## src/rtl/motor_frame_decoder_pkg.sv

```systemverilog
// MCPkg: frame layout, decoder state encoding and small helpers shared by the
// motor frame decoder and its command FIFO.
package MCPkg;

    localparam logic [7:0] MOTOR_FRAME_HEADER = 8'hA5;
    localparam int         MOTOR_CMD_W        = 44;   // motor + flags + payload

    typedef struct packed {
        logic clk;
        logic reset;
    } ClkRs_t;

    typedef struct packed {
        logic [7:0]  header;
        logic [3:0]  seq;
        logic [3:0]  motor;
        logic [7:0]  checksum;
        logic [7:0]  flags;
        logic [31:0] payload;
    } motor_frame_t;

    typedef enum logic [1:0] {
        ST_HUNT,
        ST_VERIFY,
        ST_LOCKED
    } dec_state_e;

    function automatic logic [7:0] frame_checksum(input motor_frame_t f);
        return {f.seq, f.motor} ^ f.flags ^ f.payload[31:24] ^ f.payload[23:16]
             ^ f.payload[15:8] ^ f.payload[7:0];
    endfunction

    function automatic logic [15:0] sat_inc16(input logic [15:0] v);
        return (v == 16'hFFFF) ? v : v + 16'd1;
    endfunction

endpackage

```

## src/rtl/motor_cmd_fifo.sv

```systemverilog
// Single-clock command FIFO with synchronous reset; head word is presented
// combinationally and reads as zero while empty. DEPTH must be a power of two >= 2.
module motor_cmd_fifo #(
    parameter int DEPTH = 4,
    parameter int WIDTH = 44
) (
    input  logic             clk,
    input  logic             rst,
    input  logic             push_i,
    input  logic [WIDTH-1:0] data_i,
    input  logic             pop_i,
    output logic [WIDTH-1:0] data_o,
    output logic             full_o,
    output logic             empty_o
);
    localparam int AW = $clog2(DEPTH);

    logic [AW:0]      wr_ptr_q, wr_ptr_d;
    logic [AW:0]      rd_ptr_q, rd_ptr_d;
    logic [WIDTH-1:0] mem_q [DEPTH];
    logic             do_push, do_pop;

    assign empty_o = (wr_ptr_q == rd_ptr_q);
    assign full_o  = (wr_ptr_q[AW] != rd_ptr_q[AW]) && (wr_ptr_q[AW-1:0] == rd_ptr_q[AW-1:0]);
    assign do_pop  = pop_i && !empty_o;
    // A pop in the same cycle frees the slot being written, so a full FIFO still accepts.
    assign do_push = push_i && (!full_o || do_pop);
    assign data_o  = empty_o ? '0 : mem_q[rd_ptr_q[AW-1:0]];

    always_comb begin
        wr_ptr_d = wr_ptr_q;
        rd_ptr_d = rd_ptr_q;
        if (do_push) wr_ptr_d = wr_ptr_q + (AW+1)'(1);
        if (do_pop)  rd_ptr_d = rd_ptr_q + (AW+1)'(1);
    end

    always_ff @(posedge clk) begin
        if (rst) begin
            wr_ptr_q <= '0;
            rd_ptr_q <= '0;
        end else begin
            wr_ptr_q <= wr_ptr_d;
            rd_ptr_q <= rd_ptr_d;
        end
    end

    always_ff @(posedge clk) begin
        if (do_push) mem_q[wr_ptr_q[AW-1:0]] <= data_i;
    end

endmodule

```

## src/rtl/motor_frame_decoder.sv

```systemverilog
// Motor command frame decoder: header lock FSM, watchdog, sequence/overflow
// accounting and command FIFO. Define MOTOR_FRAME_CHECKSUM_EN to drop bad-checksum frames.
module motor_frame_decoder
    import MCPkg::*;
#(
    parameter int g_lock_count   = 4,
    parameter int g_unlock_count = 3,
    parameter int g_timeout      = 1024,
    parameter int g_fifo_depth   = 4
) (
    input  ClkRs_t      ClkRs_ix,
    input  logic [63:0] data_ib64,
    input  logic        data_valid_i,
    input  logic        cmd_ready_i,
    output logic        cmd_valid_o,
    output logic [3:0]  cmd_motor_ob4,
    output logic [7:0]  cmd_flags_ob8,
    output logic [31:0] cmd_data_ob32,
    output logic        locked_o,
    output logic        timeout_o,
    output logic [15:0] seq_err_ob16,
    output logic [15:0] chk_err_ob16,
    output logic [15:0] ovf_err_ob16
);
    localparam int LCW = $clog2(g_lock_count + 1);
    localparam int UCW = $clog2(g_unlock_count + 1);
    localparam int WDW = $clog2(g_timeout + 1);

    logic clk, rst;
    assign clk = ClkRs_ix.clk;
    assign rst = ClkRs_ix.reset;

    motor_frame_t     frame_q;
    logic             vld_q;
    dec_state_e       state_q, state_d;
    logic [LCW-1:0]   lock_cnt_q, lock_cnt_d;
    logic [UCW-1:0]   bad_cnt_q, bad_cnt_d;
    logic [WDW-1:0]   wd_q, wd_d;
    logic             have_ref_q, have_ref_d;
    logic [3:0]       prev_seq_q, prev_seq_d;
    logic             timeout_q, timeout_d;
    logic [15:0]      seq_err_q, seq_err_d;
    logic [15:0]      chk_err_q, chk_err_d;
    logic [15:0]      ovf_err_q, ovf_err_d;
    logic             good_hdr, bad_hdr, chk_ok, push_req, pop;
    logic             fifo_full, fifo_empty;
    logic [MOTOR_CMD_W-1:0] fifo_dout;

    // Input stage: frame data is not reset; only its valid qualifier is.
    // cmd_ready_i is used directly so the pop matches the handshake seen on the port.
    always_ff @(posedge clk) begin
        frame_q <= data_ib64;
        if (rst) vld_q <= 1'b0;
        else     vld_q <= data_valid_i;
    end

`ifdef MOTOR_FRAME_CHECKSUM_EN
    assign chk_ok = (frame_checksum(frame_q) == frame_q.checksum);
`else
    logic unused_checksum;
    assign unused_checksum = ^frame_q.checksum;
    assign chk_ok          = 1'b1;
`endif

    assign good_hdr = vld_q && (frame_q.header == MOTOR_FRAME_HEADER);
    assign bad_hdr  = vld_q && (frame_q.header != MOTOR_FRAME_HEADER);
    assign pop      = cmd_valid_o && cmd_ready_i;

    // Decode stage: lock FSM, watchdog and counter updates on the registered frame.
    always_comb begin
        state_d    = state_q;
        lock_cnt_d = lock_cnt_q;
        bad_cnt_d  = bad_cnt_q;
        wd_d       = wd_q;
        have_ref_d = have_ref_q;
        prev_seq_d = prev_seq_q;
        timeout_d  = 1'b0;
        seq_err_d  = seq_err_q;
        chk_err_d  = chk_err_q;
        push_req   = 1'b0;

        case (state_q)
            ST_HUNT: begin
                lock_cnt_d = '0;
                bad_cnt_d  = '0;
                wd_d       = '0;
                have_ref_d = 1'b0;
                if (good_hdr) begin
                    if (g_lock_count <= 1) begin
                        state_d = ST_LOCKED;
                    end else begin
                        state_d    = ST_VERIFY;
                        lock_cnt_d = LCW'(1);
                    end
                end
            end
            ST_VERIFY: begin
                bad_cnt_d  = '0;
                wd_d       = '0;
                have_ref_d = 1'b0;
                if (good_hdr) begin
                    if (int'(lock_cnt_q) + 1 >= g_lock_count) state_d = ST_LOCKED;
                    else                                      lock_cnt_d = lock_cnt_q + LCW'(1);
                end else if (bad_hdr) begin
                    state_d    = ST_HUNT;
                    lock_cnt_d = '0;
                end
            end
            ST_LOCKED: begin
                wd_d = vld_q ? '0 : wd_q + WDW'(1);
                if (good_hdr) begin
                    bad_cnt_d  = '0;
                    have_ref_d = 1'b1;
                    prev_seq_d = frame_q.seq;
                    if (have_ref_q && (frame_q.seq != prev_seq_q + 4'd1))
                        seq_err_d = sat_inc16(seq_err_q);
                    if (chk_ok) push_req  = 1'b1;
                    else        chk_err_d = sat_inc16(chk_err_q);
                end else if (bad_hdr) begin
                    if (int'(bad_cnt_q) + 1 >= g_unlock_count) state_d = ST_HUNT;
                    else                                        bad_cnt_d = bad_cnt_q + UCW'(1);
                end else if (int'(wd_q) + 1 >= g_timeout) begin
                    state_d   = ST_HUNT;
                    timeout_d = 1'b1;
                end
            end
            default: state_d = ST_HUNT;
        endcase

        ovf_err_d = (push_req && fifo_full && !pop) ? sat_inc16(ovf_err_q) : ovf_err_q;
    end

    always_ff @(posedge clk) begin
        if (rst) begin
            state_q    <= ST_HUNT;
            lock_cnt_q <= '0;
            bad_cnt_q  <= '0;
            wd_q       <= '0;
            have_ref_q <= 1'b0;
            prev_seq_q <= '0;
            timeout_q  <= 1'b0;
            seq_err_q  <= '0;
            chk_err_q  <= '0;
            ovf_err_q  <= '0;
        end else begin
            state_q    <= state_d;
            lock_cnt_q <= lock_cnt_d;
            bad_cnt_q  <= bad_cnt_d;
            wd_q       <= wd_d;
            have_ref_q <= have_ref_d;
            prev_seq_q <= prev_seq_d;
            timeout_q  <= timeout_d;
            seq_err_q  <= seq_err_d;
            chk_err_q  <= chk_err_d;
            ovf_err_q  <= ovf_err_d;
        end
    end

    // Output stage: FIFO holds decoded commands and survives loss of lock.
    motor_cmd_fifo #(
        .DEPTH (g_fifo_depth),
        .WIDTH (MOTOR_CMD_W)
    ) u_cmd_fifo (
        .clk     (clk),
        .rst     (rst),
        .push_i  (push_req),
        .data_i  ({frame_q.motor, frame_q.flags, frame_q.payload}),
        .pop_i   (pop),
        .data_o  (fifo_dout),
        .full_o  (fifo_full),
        .empty_o (fifo_empty)
    );

    assign cmd_valid_o = !fifo_empty;
    assign {cmd_motor_ob4, cmd_flags_ob8, cmd_data_ob32} = fifo_dout;
    assign locked_o     = (state_q == ST_LOCKED);
    assign timeout_o    = timeout_q;
    assign seq_err_ob16 = seq_err_q;
    assign chk_err_ob16 = chk_err_q;
    assign ovf_err_ob16 = ovf_err_q;

endmodule

```

## config.mk

```make
export PLATFORM = sky130hd
export DESIGN_NAME = motor_frame_decoder
export DESIGN_NICKNAME = d
export VERILOG_FILES = /design/src/rtl/motor_frame_decoder_pkg.sv /design/src/rtl/motor_cmd_fifo.sv /design/src/rtl/motor_frame_decoder.sv
export SDC_FILE = /design/constraint.sdc
export NUM_CORES = 1
export LEC_CHECK = 0
export CORE_ASPECT_RATIO = 1.1
export CORE_UTILIZATION = 48
export CTS_CLUSTER_SIZE = 8
export DETAILED_ROUTE_END_ITERATION = 10
export PLACE_DENSITY = 0.72
export SYNTH_ARGS = -nofsm -noshare
export SYNTH_HDL_FRONTEND = slang
export SYNTH_HIERARCHICAL = 1
export SYNTH_SLANG_ARGS = --single-unit
```

## constraint.sdc

```tcl
create_clock -name ClkRs_ix -period 6.2 [get_ports ClkRs_ix]
set_clock_uncertainty 0.2 [all_clocks]
set_input_delay 1.24 -clock ClkRs_ix [delete_from_list [all_inputs] [get_ports ClkRs_ix]]
set_output_delay 1.24 -clock ClkRs_ix [all_outputs]
set_load 0.005 [all_outputs]
```

After elaboration in Yosys (flattened, before gate mapping). Memory sizes are Yosys's and may differ from the RTL's. A register that Yosys moved wholly into a read port is not among the register bits. Cells that the tools add are included. W data, S select, Z words.

Bits in registers: 119. Bits in writable memories: 176. Input bits: 68. Output and inout bits: 95. Logic and storage cells: 110. Memories kept: 1.

Add/subtract/negate cells: 11. $lt $le $gt $ge: 3. Eq/ne operators: 20. Muxes and demuxes: 30. Bitwise operators: 3. Reductions and logical operators: 25.

Memories: u_cmd_fifo.mem_q (words 4, width 44, rd ports 1, clocked after memory_dff 1, wr ports 1, line motor_cmd_fifo.sv:20) `logic [WIDTH-1:0] mem_q [DEPTH];`.

Operators with widths (number): $mux W44 (1); $add A16 B1 Y16 const B (2); $eq A16 B16 Y1 const B (2); $mux W2 (13); $pmux W11 S2 (1); $add A11 B1 Y12 const B (1); $ge A12 B11 Y1 const B (1); $ne A3 B3 Y1 const B (4); $add A11 B1 Y11 const B (1); $mux W11 (1); $add A3 B1 Y3 const B (3); $logic_and A1 B1 Y1 (9); $mux W3 (3); $eq A8 B8 Y1 const B (1); $ne A8 B8 Y1 const B (1); $mux W1 (7); $ne A3 B1 Y1 const B (2); $pmux W2 S3 (1); $pmux W3 S2 (1); $reduce_and A2 Y1 (3); $reduce_and A3 Y1 (2); $reduce_and A6 Y1 (1); $add A3 B1 Y4 const B (1); $add A4 B1 Y4 const B (1); other kinds (23) (29).

Depth between registers and ports, before layout.
Depth in word-level cells: 8. Gate-level depth with buffers: 10.

Modules after synthesis. Netlist, hierarchy kept.

By module, submodules not included: motor_cmd_fifo (times used 1, cells an instance 332, area an instance 7119.3 um^2, seq. area each 5445.2 um^2); motor_frame_decoder (times used 1, cells an instance 453, area an instance 4357.9 um^2, seq. area each 2262.2 um^2).

Worst setup path before layout. No wires, ideal clock.

Kind: input -> register. From: in cmd_ready_i. To: reg u_cmd_fifo.wr_ptr_q[2]. Setup time: 129 ps. Arrival: 4312 ps. Slack: 1559 ps. Stages on the path: 5. Cells stage by stage: nand2b_1 -> inv_1 -> inv_1 -> a41oi_1 -> mux2_2.

Word-level cells in the longest chain between the ends: 4.

Ends and longest elaborated chain: start: declaration (line motor_frame_decoder.sv:14) `input logic cmd_ready_i,`; $logic_and A1 B1 Y1 (line motor_frame_decoder.sv:67) `assign pop = cmd_valid_o && cmd_ready_i;`; net pop (line motor_frame_decoder.sv:45) `logic good_hdr, bad_hdr, chk_ok, push_req, pop;`; $logic_and A1 B1 Y1 (line motor_cmd_fifo.sv:25) `assign do_pop = pop_i && !empty_o;`; $logic_or A1 B1 Y1 (line motor_cmd_fifo.sv:27) `assign do_push = push_i && (!full_o || do_pop);`; $logic_and A1 B1 Y1 (line motor_cmd_fifo.sv:27); end signal: assignment (line motor_cmd_fifo.sv:42) `wr_ptr_q <= wr_ptr_d;`; end: declaration (line motor_cmd_fifo.sv:18) `logic [AW:0] wr_ptr_q, wr_ptr_d;`.

The timed path passes the listed nets, and every way through them passes these cells. A chain may end at the register's enable or synchronous reset.

Worst setup path after layout.
From: reg u_cmd_fifo.wr_ptr_q[0]. To: out cmd_data_ob32[4].

Word-level cells in the longest chain between the ends: 2.

Ends and longest elaborated chain: $eq A3 B3 Y1 (line motor_cmd_fifo.sv:23) `assign empty_o = (wr_ptr_q == rd_ptr_q);`; net fifo_empty (line motor_frame_decoder.sv:46) `logic fifo_full, fifo_empty;`; $mux W44 (line motor_cmd_fifo.sv:28) `assign data_o = empty_o ? '0 : mem_q[rd_ptr_q[AW-1:0]];`; end: declaration (line motor_frame_decoder.sv:18) `output logic [31:0] cmd_data_ob32,`.

The timed path passes the listed nets, and every way through them passes these cells.

==> flow_metrics.py <==
metrics = {
    "outcome": {
        "status": "finished, violations left",
        "violations": "negative hold slack",
    },
    "routing": {
        "first_iter_violations": 432,
        "drc": 0,
        "vias": 7197,
        "post_drt_wl_per_cell_um": 18.1,
        "via_per_inst": 5.45,
        "drt_pre_antenna_iters": 5,
        "wirelength_um": 23800,
        "ant_nets": 0,
    },
    "clock_tree": {
        "tritoncts": "done",
        "clk_pin_slew_worst_paths_ns": 0.05,
        "post_cts_resized": 0,
        "clk_latency_ns": 0.51,
        "postCtsSetupRepairBufs": 0,
        "cts_hold_buf": 0,
    },
    "synth": {
        "ys_top_cells_by_count": "edfxtp_1 (176), dfxtp_1 (121), nor2b_1 (55)",
        "ys_types": 62,
        "netlist_instances": 785,
        "avgSynthCellArea_um2": 14.6,
        "ys_top_cells_by_area": "edfxtp_1 (46%), dfxtp_1 (21%), mux4_2 (8.6%)",
        "ys.flop_type": "edfxtp_1",
        "synth_most_common_cell": "edfxtp_1",
        "ys_ff_latch": 297,
        "synth_top_area_cell": "edfxtp_1",
        "netlist_area_mm2": 0.0115,
        "seq_area_frac_synth_pct": 67.2,
        "synthArstFlopShare_pct": 0,
        "synth_top_area_share_pct": 46.0,
        "synth_edf_count": 176,
        "synth_warnings": 6,
    },
    "finish": {
        "final_core_util_pct": 66.0,
        "drive_gt1_share_pct": 16.2,
        "fillers": 1626,
        "syn2layout_area_growth_pct": 33.0,
        "fin_cells": 1320,
        "diodes": 0,
        "nNetsFinal": 1055,
    },
    "grt": {
        "antenna_found_initial": 1,
        "grt_pass1_wl_um": 38400,
        "grt_overflow_total": 0,
        "track_usage_pct": 20.5,
        "grt_max_degree": 45,
        "grt_pass1_vias": 8200,
    },
    "placed_design": {
        "hpwl_um": 13500,
        "gp_congestion": 0.796,
        "place_inst": 1190,
        "post-place-ws_ns": 2.19,
        "io_buffer_count": 137,
    },
    "die": {
        "initial_core_util_pct": 49.6,
        "boundaryPins": 163,
        "die_x_um": 149,
        "die_y_um": 164,
        "dieArea_mm2": 0.0245,
        "placementRows": 58,
        "core_mm2": 0.0231,
    },
    "sta": {
        "fmax_mhz": 230,
        "worst_pin_slew_ns": 0.931,
        "relSlewSlack_pct": 38.0,
        "drv_slew": 0,
        "tns_ns": 0,
        "final.min_clock_period_ns": 4.34,
        "setup_viol": 0,
        "whs_ns": -0.206,
        "rsz0062_at_grt": "false",
        "finalHoldViolations": 42,
        "layout_setup_ws_ns": 1.86,
        "finalCritPeriodShare_pct": 70.0,
    },
    "worst_setup_path": {
        "r2r_setup_slack_ns": 2.64,
        "cp.required_ns": 4.76,
        "critPathCaptureType": "output pin",
        "setup.worst_path.start": "u_cmd_fifo/wr_ptr_q[0]",
        "r2r-start": "vld_q",
        "cp-start-kind": "flip-flop",
        "reg2reg_depth": 6,
        "critPathKind": "flip-flop to output pin",
        "worstPathArrival_ns": 2.90,
        "worstPathMaxFanout": 33,
    },
    "hold_path": {
        "hold_depth": 4,
        "hp-start": "ClkRs_ix[0]",
        "worstHoldPathType": "clock port to flip-flop",
    },
    "pwr": {
        "p_leak_nw": 5.16,
        "power_density_mw_per_mm2": 370,
        "ir_worst_vdd_mv": 0.325,
    },
    "job": {
        "maxCapViolCount": 0,
    },
}
## cell usage in the layout (no fill, tap or decap), types with 13 or more instances in the layout
cell type,n
a21oi_1,39
clkbuf_1,41
clkbuf_16,78
clkdlybuf4s50_1,137
conb_1,16
dfxtp_1,119
edfxtp_1,176
ha_1,13
inv_1,19
mux4_2,44
nand2_1,32
nand3_1,22
nor2_1,39
nor2b_1,55
o21ai_0,17
or4_1,14
## metrics by stage
| step | area [µm²] | power (mW) |
|---|---|---|
| final | 15300 | 5.66 |
| after global routing | 15300 | 5.88 |
| after CTS | 15300 | 5.74 |
| after detailed placement | 13100 | 2.44 |
| after global placement | 13100 | 2.44 |
| after floorplan | 11500 | 2.44 |
## final cells by class
class,count,area (µm²),share of cell area (%)
multi-input combinational,435,3500,22.9
clock inverter,12,104,0.680
inverter,14,52.6,0.344
tap,300,375,2.46
clock buffer,119,2110,13.8
sequential,297,7710,50.5
timing repair buffer,143,1420,9.28
## worst max-delay path, stage by stage (launching register included)
cell and delay [ns]:
dfxtp_1 0.45, xor2_1 0.19, nor3_4 0.64, buf_4 0.48, nor2b_1 0.13, clkdlybuf4s50_1 0.47
## power breakdown
part           total [mW]  switching [mW]  leakage (nW)  internal (mW)
registers            2.15          0.0391          2.58           2.12
logic               0.187          0.0816          1.29          0.105
clock network        3.32            1.13          1.30           2.19
total                5.66            1.25          5.16           4.41
## path summary, 6_finish.rpt
kind,end
worst max-delay path,cmd_data_ob32[4]
worst min-delay path,ovf_err_ob16[3]
worst max register to register,u_cmd_fifo/mem_q[2][16]
worst min register to register,prev_seq_q[2]
## registers in the layout, indices dropped and copies added (netlist names), 3 cells and up, named ones only
name                 cells
frame_q                 56
u_cmd_fifo/wr_ptr_q      3
wd_q                    11
seq_err_ob16            16
lock_cnt_q               3
u_cmd_fifo/mem_q       176
prev_seq_q               4
ovf_err_ob16            16
u_cmd_fifo/rd_ptr_q      3
## layer usage
metal	vias to the layer above	GRT usage, %	routed length, µm
met4	2	14.3	564
met3	54	8.81	1730
met5	-	0	13
met2	267	30.3	11600
met1	3522	23.9	9960
li1	3352	-	-
## cells by family (layout without fill, tap and decap cells)
family	after synthesis	after routing	share of synthesized area, %
flops	297	297	67.2
xor+xnor	14	14	1.07
compound gates	94	94	5.09
simple gates	237	237	11.9
other cells	1	16	0.0327
buf+inv	68	288	3.06
fa+ha+maj	13	13	1.42
mux	61	61	10.3
No activity file was read; power rests on OpenSTA's default activity.
